<file path="config.mk">
export PLATFORM = sky130hd
export DESIGN_NAME = mem_access_unit
export DESIGN_NICKNAME = d
export VERILOG_FILES = /design/src/rtl/mem_access_unit.sv
export SDC_FILE = /design/constraint.sdc
export NUM_CORES = 1
export LEC_CHECK = 0
export CORE_MARGIN = 2
export CORE_UTILIZATION = 40
export DETAILED_ROUTE_END_ITERATION = 7
export GPL_TIMING_DRIVEN = 0
export PLACE_DENSITY = 0.73
export SYNTH_ARGS = -nofsm -noshare
export SYNTH_HDL_FRONTEND = slang
export SYNTH_SLANG_ARGS = --single-unit
</file>
<file path="constraint.sdc">
create_clock -name clk -period 5.2 [get_ports clk]
set_clock_uncertainty 0.1 [all_clocks]
set_input_delay 1.04 -clock clk [delete_from_list [all_inputs] [get_ports clk]]
set_output_delay 1.04 -clock clk [all_outputs]
set_load 0.02 [all_outputs]
</file>
<file path="src/rtl/mem_access_unit.sv">
// MEM-stage load/store unit: steers byte lanes onto a req/gnt/rvalid data bus,
// extends load results and holds the pipeline until the access completes or times out.
module mem_access_unit #(
   parameter int DM_ADDRESS = 9,
   parameter int DATA_W     = 32,
   parameter int TIMEOUT    = 255
) (
   input  logic                  clk,
   input  logic                  reset,
   input  logic                  mem_read,
   input  logic                  mem_write,
   input  logic [DM_ADDRESS-1:0] addr,
   input  logic [DATA_W-1:0]     wr_data,
   input  logic [2:0]            funct3,
   output logic [DATA_W-1:0]     rd_data,
   output logic                  stall,
   output logic                  done,
   output logic                  err,
   output logic                  bus_req,
   output logic                  bus_we,
   output logic [DM_ADDRESS-1:0] bus_addr,
   output logic [3:0]            bus_be,
   output logic [DATA_W-1:0]     bus_wdata,
   input  logic                  bus_gnt,
   input  logic                  bus_rvalid,
   input  logic [DATA_W-1:0]     bus_rdata
);

   localparam logic [1:0] IDLE = 2'd0;
   localparam logic [1:0] REQ  = 2'd1;
   localparam logic [1:0] WAIT = 2'd2;
   localparam logic [1:0] DONE = 2'd3;

   localparam int CNT_W = (TIMEOUT > 1) ? $clog2(TIMEOUT) : 1;

   logic [1:0]            state_q, state_d;
   logic [CNT_W-1:0]      cnt_q, cnt_d;
   logic                  err_q, err_d;
   logic                  we_q, we_d;
   logic [DM_ADDRESS-1:0] baddr_q, baddr_d;
   logic [3:0]            be_q, be_d;
   logic [DATA_W-1:0]     wdata_q, wdata_d;
   logic [2:0]            f3_q, f3_d;
   logic [1:0]            off_q, off_d;
   logic [DATA_W-1:0]     rd_q, rd_d;
   logic                  timed_out;
   logic                  op_req;

   function automatic logic is_byte(input logic [2:0] f3);
      return (f3 == 3'd0) || (f3 == 3'd4);
   endfunction

   function automatic logic is_half(input logic [2:0] f3);
      return (f3 == 3'd1) || (f3 == 3'd5);
   endfunction

   function automatic logic misaligned(input logic [2:0] f3, input logic [1:0] off);
      logic bad;
      bad = 1'b0;
      if (is_half(f3))
         bad = off[0];
      else if (!is_byte(f3))
         bad = (off != 2'b00);
      return bad;
   endfunction

   function automatic logic [3:0] byte_en(input logic [2:0] f3, input logic [1:0] off);
      logic [3:0] be;
      if (is_byte(f3))
         be = 4'b0001 << off;
      else if (is_half(f3))
         be = off[1] ? 4'b1100 : 4'b0011;
      else
         be = 4'b1111;
      return be;
   endfunction

   function automatic logic [DATA_W-1:0] store_steer(input logic [2:0] f3,
                                                     input logic [DATA_W-1:0] wd);
      logic [DATA_W-1:0] s;
      if (is_byte(f3))
         s = {4{wd[7:0]}};
      else if (is_half(f3))
         s = {2{wd[15:0]}};
      else
         s = wd;
      return s;
   endfunction

   function automatic logic [DATA_W-1:0] load_extend(input logic [2:0] f3,
                                                     input logic [1:0] off,
                                                     input logic [DATA_W-1:0] w);
      logic [7:0]        b;
      logic [15:0]       h;
      logic [DATA_W-1:0] r;
      case (off)
         2'd0:    b = w[7:0];
         2'd1:    b = w[15:8];
         2'd2:    b = w[23:16];
         default: b = w[31:24];
      endcase
      h = off[1] ? w[31:16] : w[15:0];
      case (f3)
         3'd0:    r = {{24{b[7]}}, b};
         3'd4:    r = {24'b0, b};
         3'd1:    r = {{16{h[15]}}, h};
         3'd5:    r = {16'b0, h};
         default: r = w;
      endcase
      return r;
   endfunction

   assign op_req    = mem_read || mem_write;
   assign timed_out = (TIMEOUT != 0) && (cnt_q == CNT_W'(TIMEOUT - 1));

   always_comb begin
      state_d = state_q;
      cnt_d   = cnt_q;
      err_d   = err_q;
      we_d    = we_q;
      baddr_d = baddr_q;
      be_d    = be_q;
      wdata_d = wdata_q;
      f3_d    = f3_q;
      off_d   = off_q;
      rd_d    = rd_q;
      case (state_q)
         IDLE: begin
            err_d = 1'b0;
            if (op_req) begin
               rd_d = '0;
               if (misaligned(funct3, addr[1:0])) begin
                  state_d = DONE;
                  err_d   = 1'b1;
               end else begin
                  state_d = REQ;
                  cnt_d   = '0;
                  we_d    = mem_write;
                  baddr_d = {addr[DM_ADDRESS-1:2], 2'b00};
                  be_d    = mem_write ? byte_en(funct3, addr[1:0]) : 4'b1111;
                  wdata_d = store_steer(funct3, wr_data);
                  f3_d    = funct3;
                  off_d   = addr[1:0];
               end
            end
         end
         REQ: begin
            if (bus_gnt) begin
               state_d = we_q ? DONE : WAIT;
               cnt_d   = '0;
            end else if (timed_out) begin
               state_d = DONE;
               err_d   = 1'b1;
            end else begin
               cnt_d = cnt_q + CNT_W'(1);
            end
         end
         WAIT: begin
            if (bus_rvalid) begin
               state_d = DONE;
               rd_d    = load_extend(f3_q, off_q, bus_rdata);
            end else if (timed_out) begin
               state_d = DONE;
               err_d   = 1'b1;
            end else begin
               cnt_d = cnt_q + CNT_W'(1);
            end
         end
         default: state_d = IDLE;
      endcase
   end

   // control state: the only registers that need reset
   always_ff @(posedge clk) begin
      if (reset) begin
         state_q <= IDLE;
         cnt_q   <= '0;
         err_q   <= 1'b0;
      end else begin
         state_q <= state_d;
         cnt_q   <= cnt_d;
         err_q   <= err_d;
      end
   end

   // bus fields and load result; outputs are gated by state so these stay unreset
   always_ff @(posedge clk) begin
      we_q    <= we_d;
      baddr_q <= baddr_d;
      be_q    <= be_d;
      wdata_q <= wdata_d;
      f3_q    <= f3_d;
      off_q   <= off_d;
      rd_q    <= rd_d;
   end

   assign stall     = ((state_q == IDLE) && op_req) || (state_q == REQ) || (state_q == WAIT);
   assign done      = (state_q == DONE);
   assign err       = done && err_q;
   assign rd_data   = done ? rd_q : '0;
   assign bus_req   = (state_q == REQ);
   assign bus_we    = bus_req && we_q;
   assign bus_addr  = bus_req ? baddr_q : '0;
   assign bus_be    = bus_req ? be_q : 4'b0000;
   assign bus_wdata = bus_req ? wdata_q : '0;

endmodule

</file>
After elaboration in Yosys (flattened, before gate mapping)
Index checks and enable logic that the tools add are counted.
{ "classes": {"addsub": 1, "eq_ne": 17, "shift": 1, "mux": 38, "n_bitwise": 1, "n_reduce_logical": 19} }
{ "op_table": {"columns": ["op", "count"], "rows": [
  ["$mux 32", 6],
  ["$pmux 32 s4", 1],
  ["$pmux 32 s2", 1],
  ["$pmux 8 s3", 2],
  ["$mux 8", 5],
  ["$mux 16", 1],
  ["$mux 4", 4],
  ["$eq 3x3->1 const B", 4],
  ["$mux 1", 10],
  ["$mux 2", 5],
  ["$ne 2x2->1 const B", 5],
  ["$mux 9", 1],
  ["$reduce_and 3->1", 3],
  ["$add 8x1->8 const B", 1],
  ["$eq 8x8->1 const B", 1],
  ["$eq 2x2->1 const B", 3],
  ["$eq 3x1->1 const B", 2],
  ["$logic_not 3->1", 2],
  ["$pmux 2 s3", 1],
  ["$logic_or 1x1->1", 5],
  ["$eq 2x1->1 const B", 2],
  ["$logic_not 2->1", 2],
  ["$reduce_and 4->1", 1],
  ["$reduce_bool 2->1", 2],
  ["5 further kinds", 7]
]} }
{ "totals": {"ff_bits": 92, "in_bits": 82, "output_inout_bits": 82, "elab_cells": 87} }

Longest topological paths before layout
Gate-level depths: netlist of run 1.
{ "depth": {"word_depth": 9, "mapped_depth": 7, "mapped_depth_nobuf": 6} }

Least setup slack after synthesis of run 1
Ideal clock, no wire load.
{ "synth_timing": {"path_type": "input to register", "from": "in funct3[0]", "to": "reg baddr_q[2], enable pin", "setup_time_ns": 0.456, "arrival_time_ns": 3.462, "required_ns": 4.644, "slack_ns": 1.182, "cell_stages": 3, "path_buffers": 0, "cell_sequence": "o21a_1 > a21o_1 > nor2_1"} }
{ "synth_via": {"elab_chain_cells": 8, "elab_cells_between_ends": 12, "cone_classes": "eq/ne: 3; mux: 4; bitwise: 1; reduce/logical: 4"} }
{ "synth_rtl": {"columns": ["item", "line_no", "text"], "rows": [
  ["from (decl)", "14", "input logic [2:0] funct3,"],
  ["$eq 3x3->1 / $logic_not 3->1 (equally long branches)", "50", "return (f3 == 3'd0) || (f3 == 3'd4);"],
  ["$logic_or 1x1->1", "50", null],
  ["$mux 1", "62", "else if (!is_byte(f3))"],
  ["$mux 1 (*)", "60", "if (is_half(f3))"],
  ["$mux 1 (*)", "130", "if (op_req) begin"],
  ["$mux 1 (*)", "127", "case (state_q)"],
  ["$not 1->1 (no source line) (*)", null, null],
  ["$reduce_and 3->1 (no source line) (*)", null, null],
  ["to (signal assigned)", "189", "baddr_q <= baddr_d;"],
  ["to (decl)", "40", "logic [DM_ADDRESS-1:0] baddr_q, baddr_d;"]
]} }
Every way passes the cells marked *; elsewhere a longest branch is shown, timed or not. The select of a mux whose other input is x is not followed.
A chain may end at the register's enable or synchronous reset.

Worst setup path in the final report of run 1
{ "layout_timing": {"from": "reg state_q[1]", "to": "out bus_wdata[15]"} }
{ "layout_via": {"elab_chain_cells": 2} }
{ "layout_rtl": {"columns": ["item", "line_no", "text"], "rows": [
  ["from (decl)", "36", "logic [1:0] state_q, state_d;"],
  ["from (signal assigned)", "180", "state_q <= state_d;"],
  ["$eq 2x1->1", "201", "assign bus_req = (state_q == REQ);"],
  ["$mux 32", "205", "assign bus_wdata = bus_req ? wdata_q : '0;"],
  ["to (decl)", "23", "output logic [DATA_W-1:0] bus_wdata,"]
]} }
Every way passes these cells.

==> results.md, run 1 <==
* Final min period at approximately 3.8 ns
* Num CTS Buffers at 9
* Critical Path Source Type: flip-flop
* P&R area growth vs syn at 43.4%
* Vias per Instance at approximately 5.4
* Comb pwr share at 0.379
* Initial DRC count at 250
* Rows at 40
* GRT overflow at 0
* Clock power share at 0.227
* Crit end category: primary output
* Register area at ~2700 sq um
* Mapped Area at 4900 sq um
* DRT Wirelength at 14.0 mm
* Share of cells above drive strength 1 at 0.0839
* Max Clock Freq at ~260 MHz
* Die Ht at roughly 110 microns
* Switch share at 0.340
* Worst Path Arrival at 2.70 ns
* Die area at 13100 sq um
* Residual DRC at 0
* Clock slew at reported path FFs at roughly 0.060 ns
* Final worst slack at between 1 and 1.5 ns
* Multi-input gate area at approximately 2100 sq um
* Post-CTS Setup Inserts at 0
* Synth area leader: edfxtp_1
* Top_reg_cell synth: edfxtp_1
* GP Congestion at slightly below 0.9
* Async SR Flop Fraction at 0
* Hold Path Class: reg2reg
* Hold buffers post-CTS at 0
* EDFF count, synth at around 80
* First-pass GRT wire length at about 22 mm
* Core area at between 10000 and 15000 sq um
* RSZ-0062 raised after global routing: false
* Antenna violations before repair at 0
* H-tree depth at 3
* Vias at 4191
* PortBufs at approximately 160
* Sequential power share at 0.393
* Cells after Synth at about 450
* Synth Warn # at 0
* # setup viols final at 0
* Dpl hpwl at roughly 10 mm
* Internal power at ~1900 uW
* Largest net degree at the start of global routing at 33
* Switching pwr at 980 uW
* P_leak at 0.00247 uW
* CP peak stage delay at about 0.63 ns
* IO Pins at about 160
* Root Driver: clkbuf_16
* Worst Tran Pin Value at 0.892 ns
* Critical Path Slowest Stage Cell: clkdlybuf4s50_1
* Total Routing Usage GR at 0.216
* Crit-path max FO at 10
* Antenna Nets Post-Route at 0
* Clock tree buffer depth at 2
* Most frequent CP cell: clkbuf_1
* Resize count post-CTS at 0
* Hold Violations, Final at 0
* Ant diodes at 0
* Clock tree sinks at 92
* Vias in the first global route at 4328
* Post-synth top area share at 0.497
* Final Cycle Share at 0.738
* Nets at around 700
* Initial Util at 0.409
* Fin Setup TNS at 0 ns
* DRT Pass-1 Iters at 5
* Critical-path cell list: inv_1 -> ha_1 -> clkbuf_1 -> clkbuf_1 -> and2_1 -> clkdlybuf4s50_1
* Pwr dens at between 400 and 500 nW/um^2
* Post-place setup slack at roughly 1.4 ns
* CP Class: reg2out
* Die extent in x at approximately 110 microns
* Sequential share of the synthesized area at 0.542
* Peak supply drop at 0.186 mV
* Max Slew Vio Count at 0
* Slew headroom at 0.404
* Post-DR wirelength/cell at approximately 18 microns
* CTS tree: yes
* Dominant cells by area after synthesis: edfxtp_1 (50%), and2_1 (9.8%), mux2_2 (5.3%), o21ai_0 (4.6%), dfxtp_1 (4.5%)
* Syn_area_per_cell at 10.8 sq um
* Clock Latency Late Sink at ~0.34 ns
* WP data required at roughly 4.1 ns
* Fill cells at between 1000 and 1500
* Max Cap Violations at 0
* Outcome: complete, no violations
* Yosys reg bits at 92
* Netlist cell types at between 40 and 50
## cell usage in the layout, fill, tap and decap left out, types with 2 or more instances in the layout
cell             count
clkdlybuf4s50_1    161
edfxtp_1            81
and2_1              77
o21ai_0             45
nand2_1             44
mux2_2              23
a21oi_1             23
clkbuf_1            22
a21boi_0            17
nor2_1              12
dfxtp_1             11
mux2i_1             10
inv_1                9
clkbuf_16            9
nand3b_1             7
nand3_1              7
a31oi_1              7
ha_1                 7
nor2b_1              5
buf_2                4
o21a_1               3
and3_1               3
a211oi_1             3
a21o_1               2
nor2_4               2
nor3b_1              2
nand2b_1             2
o211ai_1             2
nand4_1              2
o32ai_1              2
buf_4                2
conb_1               2
clkinvlp_4           2
## power by group through the flow
stage	registers [uW]	logic, uW	clock network [uW]
finish	1130	1090	654
global route	1150	1190	693
CTS	1130	1100	661
detailed placement	1150	1090	0
global placement	1150	1050	0
floorplan	1130	619	0
## per-layer routing
layer | wire length [microns] | track usage | up-vias
met4 | 246 | 0.0659 | 0
met5 | 0 | 0 | -
met3 | 1520 | 0.0783 | 20
li1 | - | - | 1976
met1 | 5570 | 0.259 | 1962
met2 | 6620 | 0.362 | 233
## final cells by class
cell class                      count  share of cell area
Buffer                             29              0.0184
Inverter                            9             0.00481
Clock inverter                      6             0.00891
Clock buffer                       10              0.0326
Timing Repair Buffer              162               0.232
Sequential cell                    92               0.378
Multi-Input combinational cell    324               0.299
Tap cell                          147              0.0262
## cell families after synthesis
kind of cell,Yosys count,share of synthesized area
compound gates,114,0.144
other cells,1,0.000766
fa+ha+maj,7,0.0179
buf+inv,38,0.0332
mux,34,0.0779
flops,92,0.542
simple gates,167,0.185
## cell usage after synthesis (3+ instances only)
cell,count
a21boi_0,17
and3_1,3
buf_2,4
and2_1,77
mux2_2,23
a211oi_1,3
o21ai_0,45
nand3_1,7
a21oi_1,23
nand2_1,44
o21a_1,3
nor2_1,14
nand3b_1,7
ha_1,7
edfxtp_1,81
dfxtp_1,11
clkbuf_1,21
a31oi_1,7
inv_1,9
nor2b_1,5
mux2i_1,10
## per-stage QoR
step                hold slack [ns]  area (sq um)  total power, uW  std cells   util
floorplan                     0.385          4900             1750        454      -
global placement              0.414          6700             2210        762  0.560
detailed placement            0.439          6730             2240        763  0.563
CTS                           0.448          7020             2890        779  0.587
global route                  0.478          7020             3030        779  0.587
finish                        0.448          7020             2880        779  0.587
## flip-flops by register name, indices dropped and copies added, names as in the netlist
register and flops:
wdata_q 32, baddr_q 7, off_q 2, state_q 2
err_q 1, cnt_q 8, f3_q 3, we_q 1
be_q 4, rd_q 32
## final timing paths
| kind | startpoint | endpoint | slack [ns] | depth (start not counted) |
|---|---|---|---|---|
| max | state_q[1] | bus_wdata[15] | 1.36 | 6 |
| max reg2reg | state_q[0] | rd_q[8] | 2.75 | 5 |
| min reg2reg | cnt_q[7] | cnt_q[7] | 0.45 | 2 |
| min | cnt_q[7] | cnt_q[7] | 0.45 | 2 |
## worst max-delay path: cells and delay by family, from the launching register on
kind | cells | cell delay, ns
fa+ha+maj | 1 | 0.26
flops | 1 | 0.36
buf+inv | 4 | 1.54
simple gates | 1 | 0.20
(Power assumes the default switching activity.)
==> inputs of run 2 (changes only) <==
--- a/config.mk
+++ b/config.mk
@@ -9,7 +9,7 @@
 export CORE_UTILIZATION = 40
 export DETAILED_ROUTE_END_ITERATION = 7
 export GPL_TIMING_DRIVEN = 0
-export PLACE_DENSITY = 0.73
+export PLACE_DENSITY = 0.75
 export SYNTH_ARGS = -nofsm -noshare
 export SYNTH_HDL_FRONTEND = slang
 export SYNTH_SLANG_ARGS = --single-unit
==> constraint.sdc (replaced) <==
create_clock -name clk -period 3.5 [get_ports clk]
set_clock_uncertainty 0.1 [all_clocks]
set_input_delay 0.7 -clock clk [delete_from_list [all_inputs] [get_ports clk]]
set_output_delay 0.7 -clock clk [all_outputs]
set_load 0.02 [all_outputs]
==> run 2 against run 1 <==
Compared with the run above:
- total power is 47% higher
- sequential share of layout area is essentially flat
- final cell count stayed put
- setup slack worse by 1.1 ns
- largest power group unchanged
- via count decreased by 1.4%
- global-route usage fell by 0.72 points
- flip-flop and latch count did not move
- highest routed layer unchanged
- clock power increased by 45%
- combinational power up 48%
==> results.md, run 2 (synthesized netlist as in run 1, its figures left out) <==
* Outcome: complete, no violations (unchanged)
* Ant diodes at 0 (unchanged)
* CP peak stage delay at 0.60 ns (was 0.63 ns)
* Slew headroom at 0.350 (was 0.404)
* Core area at 12000 sq um (unchanged)
* Most frequent cells in the layout: clkdlybuf4s50_1 (161), edfxtp_1 (81), and2_1 (77), o21ai_0 (45), nand2_1 (44) (unchanged)
* Vias in the first global route at 4061 (was 4328)
* Worst Path Arrival at 2.47 ns (was 2.70 ns)
* CTS tree: yes (unchanged)
* Initial DRC count at 255 (was 250)
* Critical Path Source Type: flip-flop (unchanged)
* Vias per Instance at 5.31 (was 5.38)
* Nets at 716 (unchanged)
* Non-filler cells, final at 779 (unchanged)
* Largest net degree at the start of global routing at 36 (was 33)
* Residual DRC at 0 (unchanged)
* Max Cap Violations at 0 (unchanged)
* PortBufs at 161 (unchanged)
* Die extent in x at 115 microns (unchanged)
* Worst Tran Pin Value at 0.972 ns (was 0.892 ns)
* Clock Latency Late Sink at 0.34 ns (about the same)
* Critical Path Slowest Stage Cell: clkdlybuf4s50_1 (unchanged)
* Fin util at 0.587 (about the same)
* RSZ-0062 raised after global routing: false (unchanged)
* Num CTS Buffers at 9 (unchanged)
* Resize count post-CTS at 1 (was 0)
* Antenna Nets Post-Route at 0 (unchanged)
* GRT overflow at 0 (unchanged)
* Antenna violations before repair at 0 (unchanged)
* Root Driver: clkbuf_16 (unchanged)
* Max Slew Vio Count at 0 (unchanged)
* IO Pins at 164 (unchanged)
* P&R area growth vs syn at 43.4% (about the same)
* Dpl hpwl at 10.1 mm (was 10.4 mm)
* Share of cells above drive strength 1 at 0.0886 (was 0.0839)
* H-tree depth at 3 (unchanged)
* Clock tree sinks at 92 (unchanged)
* Total Routing Usage GR at 0.209 (was 0.216)
* Commonest non-fill, non-tap cell in the layout: clkdlybuf4s50_1 (unchanged)
* Max Clock Freq at 305 MHz
* Die Ht at 115 microns (unchanged)
* Crit-path max FO at 10 (unchanged)
* DRT Wirelength at 13.5 mm (was 14.0 mm)
* Most frequent CP cell: clkbuf_1 (unchanged)
* Clock tree buffer depth at 2 (unchanged)
* DRT Pass-1 Iters at 5 (unchanged)
* Peak supply drop at 0.334 mV (was 0.186 mV)
* Hold Violations, Final at 0 (unchanged)
* Final Cycle Share at 0.935
* Critical-path cell list: ha_1 -> clkbuf_1 -> clkbuf_1 -> and2_1 -> clkdlybuf4s50_1 (was inv_1 -> ha_1 -> clkbuf_1 -> clkbuf_1 -> and2_1 -> clkdlybuf4s50_1)
* Hold Path Class: reg2reg (unchanged)
* Vias at 4134 (was 4191)
* Final min period at about 3.3 ns
* Initial Util at 0.409 (unchanged)
* Pwr dens at 604 nW/um^2 (was 410 nW/um^2)
* First-pass GRT wire length at 21.0 mm (was 21.9 mm)
* WP data required at 2.70 ns (was 4.06 ns)
* Hold buffers post-CTS at 0 (unchanged)
* CP Class: reg2out (unchanged)
* Rows at 40 (unchanged)
* Top Registers: rd_q x32, wdata_q x32, cnt_q x8 (unchanged)
* # setup viols final at 0 (unchanged)
* Post-CTS Setup Inserts at 0 (unchanged)
* Post-Place Cells at 763 (unchanged)
* Crit end category: primary output (unchanged)
* Fill cells at 993 (was 1048)
* Post-DR wirelength/cell at 17.4 microns (was 17.9 microns)
* Buf/Inv on CP at 3 (was 4)
* Clock slew at reported path FFs at 0.06 ns (about the same)
* P_leak at 0.00249 uW (was 0.00247 uW)
* GP Congestion at 0.874 (was 0.881)
* Top delay family on crit path: buffers and inverters (unchanged)
* Total chip power at 4240 uW (was 2880 uW)
* Die area at 13100 sq um (unchanged)
-- run 2: through the flow --
stage	area (sq um)	TNS [ns]	hold slack, ns	worst slack, ns
finish	7020	0	0.438	0.226
global route	7020	0	0.472	0.0221
CTS	7020	0	0.432	0.0245
detailed placement	6730	0	0.421	0.397
global placement	6700	-27.70	0.416	-0.361
floorplan	4900	0	0.385	0.630
-- run 2: power breakdown --
| group | internal (uW) | leakage (uW) | switching [uW] | total, uW |
|---|---|---|---|---|
| sequential | 1600 | 0.000871 | 79.5 | 1680 |
| clock | 550 | 0.000141 | 400 | 950 |
| combinational | 670 | 0.00147 | 943 | 1610 |
-- run 2: final cells by class --
type / instances / area (sq um) / share of cell area
Buffer: 29 / 134 / 0.0191
Inverter: 9 / 33.8 / 0.00481
Clock inverter: 5 / 52.6 / 0.00749
Sequential cell: 92 / 2650 / 0.378
Tap cell: 147 / 184 / 0.0262
Multi-Input combinational cell: 324 / 2100 / 0.299
Timing Repair Buffer: 162 / 1630 / 0.232
Clock buffer: 11 / 233 / 0.0331
-- run 2: path summary, 6_finish.rpt --
check | startpoint | end | slack, ns | cells past startpoint
setup reg to reg | state_q[0] | rd_q[7] | 1.09 | 5
setup / recovery | state_q[1] | rd_data[29] | 0.23 | 5
hold / removal | cnt_q[7] | cnt_q[7] | 0.44 | 2
hold reg to reg | cnt_q[7] | cnt_q[7] | 0.44 | 2
-- run 2: worst reg2reg max path, cell delays in order, from the launching register on --
cell and delay, ns:
dfxtp_1 0.34, inv_1 0.11, ha_1 0.24, buf_1 0.36, mux2i_1 0.19, nor2_4 0.68
-- run 2: per-layer routing --
metal	GRT usage	vias up	wire, microns
met4	0.0667	0	241
met3	0.0746	19	1310
met1	0.263	1935	5660
met5	0	-	0
li1	-	1982	-
met2	0.336	198	6310
==> inputs of run 3 (changes only) <==
--- a/config.mk
+++ b/config.mk
@@ -5,9 +5,12 @@
 export SDC_FILE = /design/constraint.sdc
 export NUM_CORES = 1
 export LEC_CHECK = 0
+export CAP_MARGIN = 20
+export CORE_ASPECT_RATIO = 0.8
 export CORE_MARGIN = 2
 export CORE_UTILIZATION = 40
 export DETAILED_ROUTE_END_ITERATION = 7
+export GPL_ROUTABILITY_DRIVEN = 0
 export GPL_TIMING_DRIVEN = 0
 export PLACE_DENSITY = 0.75
 export SYNTH_ARGS = -nofsm -noshare
==> run 3 against run 2 <==
Compared with the run above:
- maximum frequency fell by 0.36%
- sequential share of layout area is 0.18 points lower
- total power is 2.8% higher
- highest routed layer unchanged
- worst hold slack got worse by 0.00051 ns
- die area is essentially flat
- largest cell class unchanged
- global-route usage rose by 0.55 points
- non-clock buffer count unchanged
- critical path type unchanged
- critical endpoint is now bus_wdata[7]
- core utilization down 0.26 points
- setup slack got worse by 0.012 ns
- via count unchanged
- combinational power about the same
- critical path depth increased by 1
==> results.md, run 3 (synthesized netlist as in run 1, its figures left out) <==
* WP data required at 2.70 ns (about the same)
* Switch share at 0.335 (about the same)
* Fill cells at 985 (was 993)
* Final min period at 3.29 ns (was 3.27 ns)
* Pwr dens at 618 nW/um^2 (was 604 nW/um^2)
* Initial DRC count at 411 (was 255)
* DRT Pass-1 Iters at 7 (was 5)
* R2R Path Start: state_q[1] (was state_q[0])
* Die area at 13100 sq um (about the same)
* DRT Wirelength at 13.8 mm (was 13.5 mm)
* Post-Place Cells at 768 (was 763)
* Outcome: complete, no violations (unchanged)
* Crit-path max FO at 10 (unchanged)
* Clock tree sinks at 92 (unchanged)
* Hold buffers post-CTS at 0 (unchanged)
* Clock power share at 0.238 (was 0.224)
* Total Routing Usage GR at 0.214 (was 0.209)
* Slew headroom at 0.413 (was 0.350)
* Clock slew at reported path FFs at 0.07 ns (was 0.06 ns)
* Root Driver: clkbuf_16 (unchanged)
* Final Instance Area at 7050 sq um (was 7020 sq um)
* Crit end category: primary output (unchanged)
* Worst Setup SP: state_q[1] (unchanged)
* Vias in the first global route at 4114 (was 4061)
* Total chip power at 4360 uW (was 4240 uW)
* Ant diodes at 0 (unchanged)
* CTS tree: yes (unchanged)
* Antenna violations before repair at 0 (unchanged)
* Hold Path Class: reg2reg (unchanged)
* Num CTS Buffers at 9 (unchanged)
* Commonest non-fill, non-tap cell in the layout: clkdlybuf4s50_1 (unchanged)
* First-pass GRT wire length at 21.4 mm (was 21.0 mm)
* Initial Util at 0.406 (was 0.409)
* Post-CTS Setup Inserts at 0 (unchanged)
* Clock Latency Late Sink at 0.34 ns (about the same)
* P_leak at 0.00250 uW (was 0.00249 uW)
* Max layer used: met4 (unchanged)
* Die Ht at 103 microns (was 115 microns)
* Share of cells above drive strength 1 at 0.0918 (was 0.0886)
* Vias at 4134 (unchanged)
* Sequential power share at 0.386 (was 0.396)
* Max Cap Violations at 0 (unchanged)
* Comb pwr share at 0.376 (was 0.380)
* Peak supply drop at 0.437 mV (was 0.334 mV)
* Largest net degree at the start of global routing at 33 (was 36)
* Critical Path Source Type: flip-flop (unchanged)
* RSZ-0062 raised after global routing: false (unchanged)
* Post-DR wirelength/cell at 17.6 microns (was 17.4 microns)
* Non-filler cells, final at 784 (was 779)
* Final Cycle Share at 0.939 (was 0.935)
* M1 WL at 5.65 mm (was 5.66 mm)
* PortBufs at 161 (unchanged)
* Worst Tran Pin Value at 0.878 ns (was 0.972 ns)
* Top Registers: rd_q x32, wdata_q x32, cnt_q x8 (unchanged)
* Reg2Reg Setup Slack at 1.00 ns (was 1.09 ns)
* GRT overflow at 0 (unchanged)
* Antenna Nets Post-Route at 0 (unchanged)
* Residual DRC at 0 (unchanged)
* Core area at 12100 sq um (was 12000 sq um)
* H-tree depth at 3 (unchanged)
* Nets at 716 (unchanged)
* IO Pins at 164 (unchanged)
* Switching pwr at 1460 uW (was 1420 uW)
* Worst Path Arrival at 2.49 ns (was 2.47 ns)
* Placed standard-cell area at 6740 sq um (was 6730 sq um)
* Max Slew Vio Count at 0 (unchanged)
* Clock tree buffer depth at 2 (unchanged)
* CP Class: reg2out (unchanged)
* Met2 routed WL at 6.32 mm (was 6.31 mm)
* Rows at 36 (was 40)
* Vias per Instance at 5.27 (was 5.31)
* Max Clock Freq at 304 MHz (was 305 MHz)
* Routed wl met3 at 1.55 mm (was 1.31 mm)
* Fin util at 0.584 (was 0.587)
* P&R area growth vs syn at 44.1% (was 43.4%)
* # setup viols final at 0 (unchanged)
* Hold Violations, Final at 0 (unchanged)
* Internal power at 2900 uW (was 2820 uW)
* Dpl hpwl at 10.1 mm (about the same)
* Die extent in x at 128 microns (was 115 microns)
* Min-delay src: cnt_q[1] (was cnt_q[7])
* Most frequent cells in the layout: clkdlybuf4s50_1 (161), edfxtp_1 (81), and2_1 (77), o21ai_0 (45), nand2_1 (44) (unchanged)
run 3: changes by cell type in the layout (fill, tap and decap cells not counted), sizes merged:
cell | previous run | this run
clkinv | 4 | 2
clkbuf | 32 | 33
bufinv | 1 | 2
run 3: final timing paths:
path,cells after the start,to
min,2,cnt_q[1]
max reg2reg,4,rd_q[9]
max,6,bus_wdata[7]
min reg2reg,2,cnt_q[1]
run 3: layer usage:
metal,vias to the layer above,global-route usage
met4,0,0.0685
met5,-,0
met1,1902,0.261
li1,1979,-
met2,227,0.349
met3,26,0.0898
run 3: stage by stage:
stage          hold WS, ns  setup slack (ns)  TNS (ns)
3_5_place_dp         0.433             0.274         0
6_report             0.437             0.215         0
4_1_cts              0.441           0.00361         0
2_1_floorplan        0.385             0.630         0
5_1_grt              0.477            0.0237         0
3_3_place_gp         0.414            -0.393    -30.75
run 3: layout make-up:
| type | instances | area (sq um) | share of cell area |
|---|---|---|---|
| clock buffer | 12 | 236 | 0.0335 |
| sequential | 92 | 2650 | 0.376 |
| buffer | 29 | 136 | 0.0193 |
| tap | 152 | 190 | 0.0270 |
| multi-input combinational | 324 | 2100 | 0.298 |
| inverter | 9 | 33.8 | 0.00479 |
| timing repair buffer | 162 | 1630 | 0.231 |
| clock inverter | 4 | 73.8 | 0.0105 |
run 3: power groups by stage:
stage	logic, uW	clock network (uW)	registers (uW)
2_1_floorplan	922	0	1680
3_3_place_gp	1560	0	1720
3_5_place_dp	1620	0	1710
4_1_cts	1640	1050	1680
5_1_grt	1770	1090	1710
6_report	1640	1040	1680
run 3: timing repair:
item / in CTS / in global routing
setup endpoints to repair: 20 / 56
gates resized for setup: 2 / 8
hold endpoints to repair: 0 / 0
run 3: critical path, stage by stage (launching register included):
cell	delay [ns]
dfxtp_1	0.37
inv_1	0.11
ha_1	0.30
clkbuf_2	0.28
clkbuf_2	0.28
and2_1	0.19
clkdlybuf4s50_1	0.61
